`src/rtl/flash_programmer.sv`:
```
// Word-program / block-erase sequencer for Intel-command-set StrataFlash (x16 mode).
// Define FLASH_VERIFY_EN to add a read-back compare after a clean word program.
module flash_programmer #(
  parameter int          WE_CYCLES     = 4,
  parameter int          RD_CYCLES     = 6,
  parameter logic [15:0] TIMEOUT_POLLS = 16'd50000
) (
  input  logic        clk,
  input  logic        rst,
  input  logic [22:0] addr,
  input  logic [15:0] wdata,
  input  logic        start,
  input  logic        erase,
  output logic        busy,
  output logic        done,
  output logic [2:0]  err_code,
  output logic [7:0]  status,
  input  logic [15:0] sf_d_in,
  output logic [15:0] sf_d_out,
  output logic        sf_d_oe,
  output logic [23:0] SF_A,
  output logic        SF_CE0,
  output logic        SF_OE,
  output logic        SF_WE,
  output logic        SF_BYTE
);

  typedef enum logic [3:0] {
    S_IDLE, S_CMD1, S_CMD2, S_POLL, S_CHECK, S_CLEAR, S_RESTORE, S_VERIFY, S_DONE
  } state_t;

  // Write phases by cnt: 0 setup, 1..WE_CYCLES pulse, +1 hold, +2 released gap.
  localparam logic [7:0] W_PULSE  = 8'(WE_CYCLES);
  localparam logic [7:0] W_LAST   = 8'(WE_CYCLES + 2);
  localparam logic [7:0] R_SAMPLE = 8'(RD_CYCLES - 1);
  localparam logic [7:0] R_LAST   = 8'(RD_CYCLES);

  state_t      state_reg, state_next;
  logic [7:0]  cnt_reg, cnt_next;
  logic [15:0] poll_reg, poll_next;
  logic [22:0] addr_reg, addr_next;
  logic [15:0] wdata_reg, wdata_next;
  logic        erase_reg, erase_next;
  logic [2:0]  err_reg, err_next;
  logic [7:0]  status_reg, status_next;
  logic        busy_reg, busy_next;
  logic        done_reg, done_next;
  logic        ce_reg, ce_next;
  logic        oe_reg, oe_next;
  logic        we_reg, we_next;
  logic        doe_reg, doe_next;
  logic [15:0] dout_reg, dout_next;
  logic [2:0]  chk_err;
`ifdef FLASH_VERIFY_EN
  logic        verify_reg, verify_next;
`endif

  always_ff @(posedge clk) begin
    if (rst) begin
      state_reg  <= S_IDLE;
      cnt_reg    <= '0;
      poll_reg   <= '0;
      addr_reg   <= '0;
      wdata_reg  <= '0;
      erase_reg  <= 1'b0;
      err_reg    <= '0;
      status_reg <= '0;
      busy_reg   <= 1'b0;
      done_reg   <= 1'b0;
      ce_reg     <= 1'b1;
      oe_reg     <= 1'b1;
      we_reg     <= 1'b1;
      doe_reg    <= 1'b0;
      dout_reg   <= '0;
`ifdef FLASH_VERIFY_EN
      verify_reg <= 1'b0;
`endif
    end else begin
      state_reg  <= state_next;
      cnt_reg    <= cnt_next;
      poll_reg   <= poll_next;
      addr_reg   <= addr_next;
      wdata_reg  <= wdata_next;
      erase_reg  <= erase_next;
      err_reg    <= err_next;
      status_reg <= status_next;
      busy_reg   <= busy_next;
      done_reg   <= done_next;
      ce_reg     <= ce_next;
      oe_reg     <= oe_next;
      we_reg     <= we_next;
      doe_reg    <= doe_next;
      dout_reg   <= dout_next;
`ifdef FLASH_VERIFY_EN
      verify_reg <= verify_next;
`endif
    end
  end

  // Status-register decode, lock beats VPP beats operation failure.
  always_comb begin
    chk_err = 3'd0;
    if (status_reg[1])
      chk_err = 3'd4;
    else if (status_reg[3])
      chk_err = 3'd3;
    else if (erase_reg && status_reg[5])
      chk_err = 3'd2;
    else if (!erase_reg && status_reg[4])
      chk_err = 3'd1;
  end

  always_comb begin
    state_next  = state_reg;
    cnt_next    = cnt_reg;
    poll_next   = poll_reg;
    addr_next   = addr_reg;
    wdata_next  = wdata_reg;
    erase_next  = erase_reg;
    err_next    = err_reg;
    status_next = status_reg;
`ifdef FLASH_VERIFY_EN
    verify_next = verify_reg;
`endif
    case (state_reg)
      S_IDLE: begin
        if (start) begin
          state_next = S_CMD1;
          cnt_next   = '0;
          addr_next  = addr;
          wdata_next = wdata;
          erase_next = erase;
          err_next   = '0;
`ifdef FLASH_VERIFY_EN
          verify_next = 1'b0;
`endif
        end
      end
      S_CMD1, S_CMD2, S_CLEAR, S_RESTORE: begin
        if (cnt_reg == W_LAST) begin
          cnt_next = '0;
          if (state_reg == S_CMD1) begin
            state_next = S_CMD2;
          end else if (state_reg == S_CMD2) begin
            state_next = S_POLL;
            poll_next  = '0;
          end else if (state_reg == S_CLEAR) begin
            state_next = S_RESTORE;
          end else begin
`ifdef FLASH_VERIFY_EN
            state_next = verify_reg ? S_VERIFY : S_DONE;
`else
            state_next = S_DONE;
`endif
          end
        end else begin
          cnt_next = cnt_reg + 8'd1;
        end
      end
      S_POLL: begin
        if (cnt_reg == R_SAMPLE) begin
          status_next = sf_d_in[7:0];
          poll_next   = poll_reg + 16'd1;
        end
        if (cnt_reg == R_LAST) begin
          cnt_next = '0;
          if (status_reg[7]) begin
            state_next = S_CHECK;
          end else if (poll_reg == TIMEOUT_POLLS) begin
            err_next   = 3'd5;
            state_next = S_RESTORE;
          end
        end else begin
          cnt_next = cnt_reg + 8'd1;
        end
      end
      S_CHECK: begin
        err_next   = chk_err;
        cnt_next   = '0;
        state_next = (chk_err != 3'd0) ? S_CLEAR : S_RESTORE;
`ifdef FLASH_VERIFY_EN
        verify_next = !erase_reg && (chk_err == 3'd0);
`endif
      end
`ifdef FLASH_VERIFY_EN
      S_VERIFY: begin
        if (cnt_reg == R_SAMPLE && sf_d_in != wdata_reg)
          err_next = 3'd6;
        if (cnt_reg == R_LAST) begin
          cnt_next   = '0;
          state_next = S_DONE;
        end else begin
          cnt_next = cnt_reg + 8'd1;
        end
      end
`endif
      default: state_next = S_IDLE;
    endcase
  end

  // Pins are registered from the next state so strobes never glitch.
  always_comb begin
    busy_next = (state_next != S_IDLE);
    done_next = (state_next == S_DONE);
    ce_next   = 1'b1;
    oe_next   = 1'b1;
    we_next   = 1'b1;
    doe_next  = 1'b0;
    dout_next = dout_reg;
    if (state_next inside {S_CMD1, S_CMD2, S_CLEAR, S_RESTORE}) begin
      ce_next  = (cnt_next == W_LAST);
      doe_next = (cnt_next != W_LAST);
      we_next  = !((cnt_next >= 8'd1) && (cnt_next <= W_PULSE));
      case (state_next)
        S_CMD1:  dout_next = erase_next ? 16'h0020 : 16'h0040;
        S_CMD2:  dout_next = erase_next ? 16'h00D0 : wdata_next;
        S_CLEAR: dout_next = 16'h0050;
        default: dout_next = 16'h00FF;
      endcase
    end else if (state_next == S_POLL || state_next == S_VERIFY) begin
      ce_next = (cnt_next == R_LAST);
      oe_next = (cnt_next == R_LAST);
    end
  end

  assign busy     = busy_reg;
  assign done     = done_reg;
  assign err_code = err_reg;
  assign status   = status_reg;
  assign sf_d_out = dout_reg;
  assign sf_d_oe  = doe_reg;
  assign SF_A     = {addr_reg, 1'b0};
  assign SF_CE0   = ce_reg;
  assign SF_OE    = oe_reg;
  assign SF_WE    = we_reg;
  assign SF_BYTE  = 1'b1;

endmodule

```
`config.mk`:
```
export PLATFORM = sky130hd
export DESIGN_NAME = flash_programmer
export DESIGN_NICKNAME = d
export VERILOG_FILES = /design/src/rtl/flash_programmer.sv
export SDC_FILE = /design/constraint.sdc
export NUM_CORES = 1
export LEC_CHECK = 0
export ABC_AREA = 1
export ABC_CLOCK_PERIOD_IN_PS = 1800
export BUFFER_PORTS_ARGS = -buffer_cell sky130_fd_sc_hd__buf_2
export CAP_MARGIN = 20
export CORE_UTILIZATION = 48
export DETAILED_ROUTE_END_ITERATION = 10
export PLACE_DENSITY = 0.83
export SLEW_MARGIN = 30
export SYNTH_ARGS = -nofsm -noshare
export SYNTH_HDL_FRONTEND = slang
export SYNTH_SLANG_ARGS = --single-unit
```
`constraint.sdc`:
```
create_clock -name clk -period 1.8 [get_ports clk]
set_clock_uncertainty 0.15 [all_clocks]
set_input_delay 0 -clock clk [delete_from_list [all_inputs] [get_ports clk]]
set_output_delay 0 -clock clk [all_outputs]
set_load 0.03 [all_outputs]
```
== After elaboration in Yosys (flattened, before gate mapping) ==
Index checks and enable logic that the tools add are counted.

* Multipliers: 0
* Equal/unequal tests: 26
* Div/mod/pow operators: 0
* Mux-type cells: 36
* Bitwise operators: 1
* Add/subtract/negate cells: 2
* Reductions and logical operators: 20
* Shift-type cells: 0
* Magnitude comparators: 2

{| class="wikitable"
|+ Operators with widths
! cell !! count
|-
| two-way mux 16 bit || 7
|-
| one-hot mux 16 bit (3 select lines) || 1
|-
| two-way mux 4 bit || 8
|-
| one-hot mux 16 bit (2 select lines) || 1
|-
| equality test 4 x 3 -> 1 bit, second input constant || 6
|-
| equality test 8 x 3 -> 1 bit, second input constant || 3
|-
| one-hot mux 8 bit (3 select lines) || 1
|-
| adder 16 x 1 -> 16 bit, second input constant || 1
|-
| equality test 16 bit, second input constant || 1
|-
| equality test 4 x 2 -> 1 bit, second input constant || 4
|-
| two-way mux 8 bit || 2
|-
| inequality test 2 bit, second input constant || 8
|-
| one-hot mux 4 bit (4 select lines) || 1
|-
| two-way mux 3 bit || 5
|-
| AND reduction 5 bit || 2
|-
| one-hot mux 3 bit (3 select lines) || 1
|-
| adder 8 x 1 -> 8 bit, second input constant || 1
|-
| equality test 4 x 1 -> 1 bit, second input constant || 2
|-
| greater-or-equal comparator 8 x 1 -> 1 bit, second input constant || 1
|-
| <= comparator 8 x 3 -> 1 bit, second input constant || 1
|-
| inequality test 8 x 3 -> 1 bit, second input constant || 1
|-
| nonzero test 4 bit || 2
|-
| two-way mux 7 bit || 1
|-
| two-way mux 2 bit || 3
|-
| 13 further kinds || 23
|}

* Word-level logic and storage cells: 102
* RAM bits: 0
* Bits in read-only memories: 0
* Memories: 0
* Output and inout bits: 58
* Register bits: 101
* Bits in latches: 0
* Input bits: 59

== Depth between registers and ports, before layout ==
* Depth in word-level cells: 13
* Depth in mapped cells: 15
* Depth with buffers taken out: 15

== Worst setup path before layout ==
OpenSTA, ideal clock, no wires.

* Path kind: register -> register
* Start point: register cnt_reg[0]
* End point: register dout_reg[12], in the netlist sf_d_out[12]
* Slack: -197 ps
* Required time: 1530 ps
* Arrival: 1726 ps
* Clock period less this slack: 1997 ps
* Setup time: 120 ps
* Stages on the path, launching flop included: 15
* Buffers on the path: 1
* Cell sequence: dfxtp_1 > inv_1 > ha_1 > nand3_4 > nor2_8 > nand2_2 > a21oi_2 > nand2_2 > inv_4 > nand2_4 > nand2_4 > nor2_8 > buf_6 > nand2_1 > o21ai_2

* Cells in the longest elaborated chain, start to end: 5
* Elaborated cells on any way between the ends: 10
* Classes of those cells: eq/ne: 5; mux: 4; reduce/logical: 1

{| class="wikitable"
|+ RTL lines
! what !! line !! text
|-
| start, declared || 39 || <nowiki>logic [7:0] cnt_reg, cnt_next;</nowiki>
|-
| start signal, assigned || 80 || <nowiki>cnt_reg <= cnt_next;</nowiki>
|-
| equality test 8 x 3 -> 1 bit * || 140, 165 ||
|-
| two-way mux 4 bit, on equally long branches || 165, 140 ||
|-
| one-hot mux 4 bit (4 select lines) * || 125 || <nowiki>case (state_reg)</nowiki>
|-
| equality test 4 x 3 -> 1 bit (tied with other cells) || 210, 214 ||
|-
| one-hot mux 16 bit (3 select lines) or nonzero test 4 bit (tied branches) || 214, 210 ||
|-
| end signal, assigned || 93 || <nowiki>dout_reg <= dout_next;</nowiki>
|-
| end, declared || 52 || <nowiki>logic [15:0] dout_reg, dout_next;</nowiki>
|}

Mark *: on every way between the ends. The rest lies on a longest branch, timed or not.
A chain may end at the register's enable or synchronous reset.

== Final worst setup path ==
* Start point: register cnt_reg[5]
* End point: register dout_reg[6], in the netlist sf_d_out[6]

The elaborated chain is that of the path after synthesis.

==> results_dict.tcl <==
set metrics [dict create \
    status "complete, but fails checks" \
    violations "setup timing" \
    dpl-instance-area_mm2 0.00612 \
    grt_max_degree 34 \
    grtUsageMet1_pct 33.6 \
    relSlewSlack_pct 65.5 \
    power.density_mw_per_mm2 655 \
    grt_pass1_vias 5291 \
    synth_top_family_by_area "simple AND/OR/NAND/NOR gates" \
    netlist_instances 644 \
    portBuffers 106 \
    rsz0062_at_grt "true" \
    start_util_pct 49.2 \
    drive_gt1_share_pct 43.2 \
    drc 0 \
    clk_pin_slew_worst_paths_ns 0.14 \
    cap_violations 0 \
    cts.path.max_buffers 2 \
    synth_edf_count 0 \
    antenna_left 0 \
    finalCriticalPeriod_ns 2.31 \
    fmax_mhz 432 \
    tightestPinTransition_ns 0.518 \
    cpMaxStageDelayCell "dfxtp_1" \
    clock-sinks 101 \
    fin_crit_sh_pct 129 \
    synth_top_area_share_pct 42.4 \
    yosys.area.top_type "dfxtp_1" \
    p_clk_share_pct 32.1 \
    grt_usage_pct 30.4 \
    ioPinCount 117 \
    syn_nets 708 \
    synth-warning-count 0 \
    area_growth_pct 61.4 \
    synthAdderAreaFrac_pct 1.31 \
    worstSetupPathType "flip-flop to flip-flop" \
    max_stage_delay_ns 0.33 \
    die_x_um 102 \
    rows 36 \
    synth_area_leaders "dfxtp_1, nand2_1, nor2_1" \
    synth_most_common_cell "nand2_1" \
    cts_buffers 9 \
    switching_power_uw 1600 \
    p_sw_share_pct 31.7 \
    grtUsageMet3_pct 6.83 \
    synthTopCellsByCount "nand2_1, dfxtp_1, nor2_1, inv_1, a21oi_1" \
    core_area_mm2 0.00968 \
    finalHoldViolCount 0 \
    synthSimpleGateAreaFrac_pct 34.5 \
    slew_violations 0 \
    die_area_mm2 0.0103 \
    fin_ws_ns -0.513 \
    htreeDepth 3 \
    cp_max_fo 4 \
    max-vdd-ir-drop_mv 0.498 \
    utilization_pct 79.5 \
    grt_antenna_before_repair 1 \
    syn_area_mm2 0.00477 \
    dieHeight_um 102 \
    finalSetupViolations 48 \
    first_pass_iters 7 \
    grt_use_met2_pct 54.9 \
    arrival_ns 2.45 \
    worstPathCellList "nor2_1 > nand2_4 > buf_4 > o21ai_1 > nand3_1 > nand2_2 > inv_4 > buf_4 > nor2_2 > nand4_1 > nand3_2 > nand2_2" \
    seq_power_share_pct 47.3 \
    antennaDiodeCount 0 \
    clockRootBuffer "clkbuf_8" \
    drt_iter0_drc 497 \
    seq_area_frac_synth_pct 42.4 \
    dpl_worst_slack_ns -0.221 \
    wl_per_cell_um 18.5 \
    endpoint_kind "flip-flop" \
    leakagePower_uw 0.00353 \
    ys.flop_type "dfxtp_1" \
    dp_hpwl_um 9110 \
    finalNetCount 982 \
    synth_xor_area_share_pct 0.919 \
    p_int_uw 3440 \
    syn_avg_cell_area_um2 7.40 \
    grt-busiest-layer "met2" \
    async_flop_share_pct 0 \
    grt_first_pass_wirelength_um 24500 \
    place_congestion 0.917 \
    placed_cells 959 \
    hp-class "primary input to flip-flop" \
    ys_types 44 \
    clk-insertion-delay-late_ns 0.40 \
    synth.area.mux_share_pct 2.94 \
    power.share.combinational_pct 20.6 \
    worstPathRequired_ns 1.94 \
    wirelength_um 19500 \
    vias 5988 \
    largest_reg_flops 23 \
    whs_ns 0.118 \
    synth_compound_area_share_pct 10.3 \
    fin_cells 1056 \
    critPathLaunchType "flip-flop" \
    tritoncts "yes" \
    viasPerCell 5.67 \
    grt_overflow_total 0 \
    synth-seq-cells 101 \
    final_design_area_no_fill_mm2 0.00770 \
]
## area by class of cell
type	instances	area [µm²]
multi-input combinational	458	2910
clock inverter	6	77.6
fill	539	1990
timing repair buffer	285	2120
tap	133	166
sequential	101	2040
clock buffer	10	128
inverter	63	248
## path summary, 6_finish.rpt
kind	from	to	slack, ns	cells after the start
worst max-delay path	cnt_reg[5]	sf_d_out[6]	-0.51	12
worst min-delay path	erase	sf_d_out[14]	0.12	6
worst max register to register	cnt_reg[5]	sf_d_out[6]	-0.51	12
worst min register to register	err_code[0]	err_code[0]	0.31	2
## cells in the final DEF (no fill, tap or decap), drive strengths merged, types with 2 or more instances in the layout
cell	n
buf	235
nand2	176
dfxtp	101
nor2	92
inv	65
dlygate4sd3	49
a21oi	46
nand3	35
o21ai	34
nor3	18
mux2i	14
nand4	12
clkbuf	11
xor2	5
ha	5
nor3b	4
nor4	3
clkinvlp	2
nand3b	2
o21a	2
conb	2
## per-layer routing
layer	routed length (µm)	up-vias
met5	13	-
met4	1530	2
met3	1810	156
met2	9380	453
met1	6810	2744
li1	-	2633
## critical path: cells and delay by family (launching register included)
family / cells / cell delay, ns
AND/OR/NAND/NOR: 8 / 1.19
flip-flops: 1 / 0.33
buffers and inverters: 3 / 0.39
AO/OA/AOI/OAI: 1 / 0.14
## repair_timing
item                                    in CTS  in global routing
buffers inserted                            13                 20
pin swaps                                   22                 18
endpoints found under the setup margin      37                 71
gates resized for setup                     63                 94
endpoints found under the hold margin       68                  0
gates cloned                                 1                  1
hold buffers                                49                  0
## stage by stage
stage	TNS [ns]	power (µW)
floorplan	-0.757	2850
finish	-10.83	5040
CTS	-3.57	4780
global route	-14.52	5180
global placement	-3.39	3100
detailed placement	-4.89	3120
## logic make-up (layout without fill, tap and decap cells)
kind of cell / after synthesis / count (layout)
simple gates: 345 / 345
xor+xnor: 5 / 5
flops: 101 / 101
mux: 14 / 14
compound gates: 87 / 87
other cells: 2 / 2
fa+ha+maj: 5 / 5
buf+inv: 85 / 364
## power by group through the flow
stage / clock network [µW] / registers, µW / logic [µW]
after floorplan: 0 / 2530 / 323
after global placement: 0 / 2410 / 687
after detailed placement: 0 / 2420 / 701
after CTS: 1550 / 2370 / 863
after global routing: 1700 / 2390 / 1090
final: 1620 / 2380 / 1040
No activity file was read; power rests on OpenSTA's default activity.
